`src/rtl/modulo_divisor_pkg.sv`:
```
// Shared constants and helpers for the programmable clock-enable divider.
// Helpers work on a 32-bit word; callers narrow the result to their own WIDTH (WIDTH <= 31).
package modulo_divisor_pkg;

    localparam int unsigned DIV_MIN = 2;

    typedef logic [31:0] div_word_t;

    // Truncate to the divisor width, then force degenerate divisors (0, 1) up to the minimum.
    function automatic div_word_t div_clamp(input div_word_t value, input int unsigned width);
        div_word_t masked;
        masked = (width >= 32) ? value
                               : (value & ((div_word_t'(1) << width) - div_word_t'(1)));
        return (masked < DIV_MIN) ? div_word_t'(DIV_MIN) : masked;
    endfunction

    // ceil(n/2): the count at which the square wave goes high.
    function automatic div_word_t div_half(input div_word_t n);
        logic [32:0] sum;
        sum = {1'b0, n} + 33'd1;
        return sum[32:1];
    endfunction

endpackage

```
`src/rtl/modulo_contador_modulo_n.sv`:
```
// Modulo-N counter with enable, synchronous restart and a terminal-count flag.
// Counts 0 .. div_act-1 and wraps; any count at or beyond the terminal value also wraps.
module modulo_contador_modulo_n
    import modulo_divisor_pkg::*;
#(
    parameter int WIDTH = 20
) (
    input  logic             clock,
    input  logic             clear,
    input  logic             enable,
    input  logic             restart,
    input  logic [WIDTH-1:0] div_act,
    output logic [WIDTH-1:0] count,
    output logic             terminal
);

    // div_act is never below DIV_MIN, so the subtraction cannot underflow.
    assign terminal = (count >= div_act - WIDTH'(1));

    // NOTE: sequential state uses non-blocking assignments so every register
    // samples the pre-edge values, independent of statement order.
    always_ff @(posedge clock or negedge clear) begin
        if (!clear) begin
            count <= '0;
        end else if (restart) begin
            count <= '0;
        end else if (enable) begin
            count <= terminal ? '0 : count + WIDTH'(1);
        end
    end

endmodule

```
`src/rtl/modulo_divisor_programavel.sv`:
```
// Runtime-programmable clock-enable divider: registered square wave plus one-cycle tick.
// New divisors wait in a pending register and take effect at the period boundary or on restart.
module modulo_divisor_programavel
    import modulo_divisor_pkg::*;
#(
    parameter int          WIDTH       = 20,
    parameter int unsigned DEFAULT_DIV = 524288
) (
    input  logic             clock,
    input  logic             clear,
    input  logic             enable,
    input  logic             load,
    input  logic [WIDTH-1:0] div_value,
    input  logic             restart,
    output logic             clock_div,
    output logic             tick,
    output logic             load_pending
);

    localparam logic [WIDTH-1:0] DIV_RESET = WIDTH'(DEFAULT_DIV);

    logic [WIDTH-1:0] count;
    logic [WIDTH-1:0] div_act;
    logic [WIDTH-1:0] div_pend;
    logic [WIDTH-1:0] div_load;
    logic             pend;
    logic             terminal;
    logic             wrap;
    logic             high_next;
    div_word_t        count_inc;

    modulo_contador_modulo_n #(
        .WIDTH (WIDTH)
    ) u_contador (
        .clock    (clock),
        .clear    (clear),
        .enable   (enable),
        .restart  (restart),
        .div_act  (div_act),
        .count    (count),
        .terminal (terminal)
    );

    assign div_load  = WIDTH'(div_clamp(div_word_t'(div_value), WIDTH));
    assign wrap      = enable & ~restart & terminal;
    assign count_inc = div_word_t'(count) + div_word_t'(1);

    // Off the wrap the divisor is unchanged, so the comparison can use div_act directly;
    // on the wrap the new count is 0, which is always in the low phase.
    assign high_next = !terminal && (count_inc >= div_half(div_word_t'(div_act)));

    always_ff @(posedge clock or negedge clear) begin
        if (!clear) begin
            div_act   <= DIV_RESET;
            div_pend  <= '0;
            pend      <= 1'b0;
            clock_div <= 1'b0;
            tick      <= 1'b0;
        end else begin
            if (load) begin
                div_pend <= div_load;
            end

            if (restart) begin
                clock_div <= 1'b0;
                tick      <= 1'b0;
                pend      <= 1'b0;
                if (load) begin
                    div_act <= div_load;
                end else if (pend) begin
                    div_act <= div_pend;
                end
            end else begin
                // The wrap consumes the divisor already pending; a same-edge load queues behind it.
                if (wrap && pend) begin
                    div_act <= div_pend;
                end
                if (load) begin
                    pend <= 1'b1;
                end else if (wrap) begin
                    pend <= 1'b0;
                end
                if (enable) begin
                    clock_div <= high_next;
                    tick      <= terminal;
                end else begin
                    tick <= 1'b0;
                end
            end
        end
    end

    assign load_pending = pend;

endmodule

```
`config.mk`:
```
export PLATFORM = sky130hd
export DESIGN_NAME = modulo_divisor_programavel
export DESIGN_NICKNAME = d
export VERILOG_FILES = /design/src/rtl/modulo_divisor_pkg.sv /design/src/rtl/modulo_contador_modulo_n.sv /design/src/rtl/modulo_divisor_programavel.sv
export SDC_FILE = /design/constraint.sdc
export NUM_CORES = 1
export LEC_CHECK = 0
export BUFFER_PORTS_ARGS = -buffer_cell sky130_fd_sc_hd__clkbuf_2
export CORE_MARGIN = 3
export CORE_UTILIZATION = 62
export DETAILED_ROUTE_END_ITERATION = 10
export PLACE_DENSITY_LB_ADDON = 0.12
export REMOVE_ABC_BUFFERS = 1
export SLEW_MARGIN = 5
export SYNTH_ARGS = -nofsm -noshare
export SYNTH_HDL_FRONTEND = slang
export SYNTH_SLANG_ARGS = --single-unit
```
`constraint.sdc`:
```
create_clock -name clock -period 4.8 [get_ports clock]
set_clock_uncertainty 0.2 [all_clocks]
set_input_delay 0.96 -clock clock [delete_from_list [all_inputs] [get_ports clock]]
set_output_delay 0.96 -clock clock [all_outputs]
set_load 0.005 [all_outputs]
```
==> Yosys cells after proc, flatten, opt, wreduce, memory -nomap -nowiden <==
Cells that the tools add are included.
{ "totals": {"ff_bits": 63, "inputBits": 25, "out_inout_bits": 3} }
{ "classes": {"addsub": 4, "order_cmp": 3, "n_eq_ne": 1, "muxes": 15, "bitwise": 3, "reduce_logical": 7} }
{ "ops": {"columns": ["operator", "n"], "rows": [
  ["$mux 20", 8],
  ["$add 20x1->21 const B", 2],
  ["$ge 21x20->1", 1],
  ["$add 20x1->20 const B", 1],
  ["$ge 20x20->1", 1],
  ["$lt 20x2->1 const B", 1],
  ["$sub 20x1->20 const B", 1],
  ["$mux 1", 7],
  ["$reduce_bool 2->1", 2],
  ["$ne 3x2->1 const B", 1],
  ["$reduce_bool 3->1", 1],
  ["$and 1x1->1", 2],
  ["$logic_and 1x1->1", 2],
  ["$reduce_and 2->1", 1],
  ["$logic_not 1->1", 1],
  ["$not 1->1", 1]
]} }

==> Depth between registers and ports, before layout <==
{ "depth": {"depth_word": 6, "ltp_mapped": 15, "depth_no_buf": 13} }

==> Hierarchy <==
From an unflattened synthesis, not the netlist that was laid out.
{ "hier_totals": {"cells_unflattened": 517, "hier_area_um2": 4735.8} }
{ "modules_own_cells": {"columns": ["module", "instances", "cells_each", "area_per_inst_um2", "seq_area_each_um2"], "rows": [
  ["modulo_divisor_programavel", 1, 299, 2919.0, 1077.3],
  ["modulo_contador_modulo_n", 1, 218, 1816.7, 500.5]
]} }

==> Worst setup path before layout <==
No wires, ideal clock.
{ "synth_timing": {"kind": "register to register", "from": "register div_act[3]", "to": "register u_contador.count[10]", "arrival_time_ns": 3.352, "setup_slack_ns": 1.180, "stages_incl_launch_ff": 15, "path_buffers": 2, "path_cell_list": "dfrtp_1 > buf_6 > or3_4 > or4_4 > nor2b_4 > nand2_2 > xor2_1 > ha_1 > a21oi_1 > o21ai_0 > a221o_1 > a31o_2 > nor2_4 > buf_2 > a32o_1"} }
{ "synth_via": {"elab_chain_cells": 5} }
{ "synth_lines": {"columns": ["element", "line_no", "rtl"], "rows": [
  ["start: declaration", "modulo_divisor_programavel.sv:23", "logic [WIDTH-1:0] div_act;"],
  ["start signal: assignment", "modulo_divisor_programavel.sv:69", "div_act <= div_load;"],
  ["start signal: assignment", "modulo_divisor_programavel.sv:71", "div_act <= div_pend;"],
  ["start signal: assignment", "modulo_divisor_programavel.sv:76", "div_act <= div_pend;"],
  ["$sub 20x1->20", "modulo_contador_modulo_n.sv:18", "assign terminal = (count >= div_act - WIDTH'(1));"],
  ["$ge 20x20->1", "modulo_contador_modulo_n.sv:18", null],
  ["$mux 20", "modulo_contador_modulo_n.sv:28", "count <= terminal ? '0 : count + WIDTH'(1);"],
  ["$mux 20", "modulo_contador_modulo_n.sv:27", "end else if (enable) begin"],
  ["$mux 20", "modulo_contador_modulo_n.sv:25", "end else if (restart) begin"],
  ["end signal: assignment", "modulo_contador_modulo_n.sv:28", null],
  ["end: declaration", "modulo_contador_modulo_n.sv:13", "output logic [WIDTH-1:0] count,"]
]} }
No other way between the ends. The select of a mux whose other input is x is not followed.
A chain may end at the register's enable or synchronous reset.

==> Worst setup path in the final report <==
{ "layout_timing": {"from": "register div_act[3]", "to": "register u_contador.count[14]"} }
The elaborated chain is that of the path after synthesis.

==> flow_summary_export.csv <==
group,metric,value,unit
final_layout,layout.nets,612,
clock_tree,cts_buffer_depth,2,
worst_hold_path,holdCritPathClass,"flop to flop",
pwr,combPwrFrac,24.4,%
logic_synthesis,yosysSeqAreaShare,32.53,%
sta,slew-limit-headroom,40.69,%
clock_tree,cts_tree,"done",
floorplanning,initial_core_util,65.46,%
logic_synthesis,netlist_area,4850,um^2
logic_synthesis,synthTopCellsByArea,"dfrtp_1 32%, ha_1 11%, xnor2_1 5.6%, mux2_2 4.6%, xor2_1 4.2%",
clock_tree,cts-buffers-inserted,9,
pwr,ir_worst_vdd,226.4,uV
worst_hold_path,hp-start,"div_pend[0]",
placement,pre_cts_ws,636.1,ps
sta,setup_viol,0,
clock_tree,clk_latency,340,ps
pwr,sw_frac_of_total,33.91,%
route,via_per_inst,6.608,
placement,post-dp-hpwl,8963,um
route,drtIter0Drc,273,
pwr,p_int,1.078,mW
route,drc,0,
global_routing,track_usage,29.69,%
floorplanning,chipWidth,94.44,um
worst_setup_path,crit_slowest_cell,"dfrtp_1",
worst_setup_path,cp_max_fo,19,
final_layout,areaGrowthSynthToFinish,8.333,%
final_layout,n_fill_cell,577,
logic_synthesis,synth_ff_type,"dfrtp_1",
route,wl,12330,um
placement,port_buffers,27,
logic_synthesis,synth.top_cell.area_share,31.99,%
clock_tree,cts_resized,0,
pwr,p_per_area,310.6,nW/um^2
worst_setup_path,slowest_delay,470,ps
route,wire_per_inst,19.02,um
worst_setup_path,critPathLaunch,"div_act[3]",
logic_synthesis,synth_top_area_cell,"dfrtp_1",
outcome,outcome,"finished, final reports clean",
clock_tree,cts_max_level,3,
sta,tightestPinTransition,889.6,ps
final_layout,drive_gt1_share,15.30,%
sta,slew_violations,0,
clock_tree,post_cts.repair.setup_buffers,0,
worst_setup_path,r2r-start,"div_act[3]",
final_layout,final_common_cell,"dfrtp_1",
placement,post_dp_cell_area,5022,um^2
final_layout,stdcell_area,5254,um^2
logic_synthesis,yosys_warnings,0,
global_routing,grt_start_max_net_pins,36,
clock_tree,clk_pin_slew,80,ps
worst_setup_path,worstSetupPathType,"flop to flop",
worst_setup_path,cp.required,4800,ps
sta,timing.final.crit_share,90.04,%
clock_tree,cts_root_buffer,"clkbuf_8",
route,first_pass_iters,5,
worst_setup_path,cp_num_buf_inv,0,
floorplanning,top_level_ports,28,
sta,hold_violations,0,
logic_synthesis,synth_edf_count,0,
pwr,clkPwrFrac,33.2,%
pwr,seqPwrFrac,42.4,%
sta,rsz0062_at_grt,"false",
floorplanning,die_h,94.44,um
pwr,power.leakage,2.245,nW
global_routing,antenna_found_initial,0,
placement,place_inst,632,
run,cap_violations,0,
global_routing,grt.overflow.total,0,
floorplanning,row_count,31,
floorplanning,die-area,8919,um^2
worst_setup_path,endpoint_kind,"flop",
worst_setup_path,path_cells,"or3_4 -> or4_4 -> nor2b_4 -> nand2_2 -> xor2_1 -> ha_1 -> a21oi_1 -> o21ai_0 -> a221o_1 -> a31oi_4 -> nand2_1 -> o311ai_0",
sta,setup_slack,478.3,ps
final_layout,final_cell_mix,"62 x dfrtp_1, 51 x nor2_1, 50 x nand2_1, 43 x ha_1, 31 x xnor2_1",
final_layout,num_antenna_cells,0,
logic_synthesis,ys_types,53,
global_routing,grt_pass1_wl,20760,um
logic_synthesis,ys_ff_latch,63,
sta,fmax,0.2314,GHz
sta,setup_tns,0,ps
pwr,netSwitchingPower,553.5,uW
logic_synthesis,syn_avg_cell_area,9.031,um^2
final_layout,fin_cells,648,
route,ant_nets,0,
clock_tree,cts_hold_buf,0,
logic_synthesis,netlist_instances,537,
worst_setup_path,worst_setup_path_start_kind,"flop",
clock_tree,cts_sinks,63,
placement,gp_congestion,0.9191,
worst_setup_path,arrival,4330,ps
global_routing,grt_pass1_vias,4258,
logic_synthesis,synthArstFlopShare,100.0,%
floorplanning,core_area,7408,um^2
route,vias,4282,
worst_setup_path,critical_path.top_delay_family,"compound AO/OA/AOI/OAI gates",
sta,fin_crit,4322,ps
[layout make-up]
class	count	area (um^2)	share of cell area, %
clock buffer	10	137.6	2.620
inverter	10	37.54	0.7145
multi-input combinational	424	3068	58.39
tap	99	123.9	2.358
sequential	63	1578	30.03
timing repair buffer	36	215.2	4.096
clock inverter	6	93.84	1.786
[power by group through the flow]
stage,Clock (mW),Sequential (mW),Combinational [mW]
after CTS,0.540,0.688,0.399
after floorplan,0,0.669,0.285
after global placement,0,0.693,0.380
after global routing,0.566,0.704,0.454
after detailed placement,0,0.699,0.393
final,0.542,0.692,0.398
[cells by family after synthesis]
family / count (synthesis) / share of synthesized area (%)
adder cells (fa/ha/maj): 43 / 11.09
multiplexers: 22 / 5.057
flip-flops: 63 / 32.53
AO/OA/AOI/OAI: 117 / 17.83
buffers and inverters: 50 / 4.205
AND/OR/NAND/NOR: 188 / 19.53
XOR/XNOR: 54 / 9.752
[synthesized netlist by cell type (all sizes together), types with 8 or more instances]
cell	n
dfrtp	62
nor2	52
nand2	51
ha	43
clkbuf	32
xnor2	31
xor2	23
a21oi	21
mux2	20
a211oi	17
nand4	17
a2111oi	16
o22ai	16
and3	13
nor3	13
nand3	12
inv	10
nor4	10
a32o	9
buf	8
o21ai	8
[state kept, by name, indices dropped and copies added (netlist names)]
signal and flops:
load_pending 1, u_contador.count 20, div_act 20, tick 1, div_pend 20, clock_div 1
[routing by layer]
| metal | vias to the layer above | GRT usage [%] | share of wire [%] |
|---|---|---|---|
| li1 | 2023 | - | - |
| met1 | 2057 | 39.85 | 44 |
| met2 | 179 | 48.82 | 48 |
| met3 | 23 | 4.701 | 6.7 |
| met4 | 0 | 10.23 | 1.9 |
| met5 | - | 0 | 0 |
[metrics by stage]
step / power, mW / utilization [%] / hold slack [ps]
floorplan: 0.9539 / - / 255.0
global placement: 1.072 / 67.79 / 273.1
detailed placement: 1.092 / 67.79 / 292.6
CTS: 1.627 / 70.92 / 313.2
global route: 1.723 / 70.92 / 357.9
finish: 1.632 / 70.92 / 312.9
[path summary, 6_finish.rpt]
| path | slack [ps] | endpoint | cells after the start |
|---|---|---|---|
| setup / recovery | 480 | u_contador.count[14] | 12 |
| max in group asynchronous | 2920 | div_act[19] | 2 |
| min in group asynchronous | 530 | u_contador.count[3] | 1 |
| setup reg to reg | 480 | u_contador.count[14] | 12 |
| hold / removal | 310 | div_pend[0] | 1 |
| hold reg to reg | 310 | div_pend[0] | 1 |
Note: power is estimated with default switching activity, not from simulation.
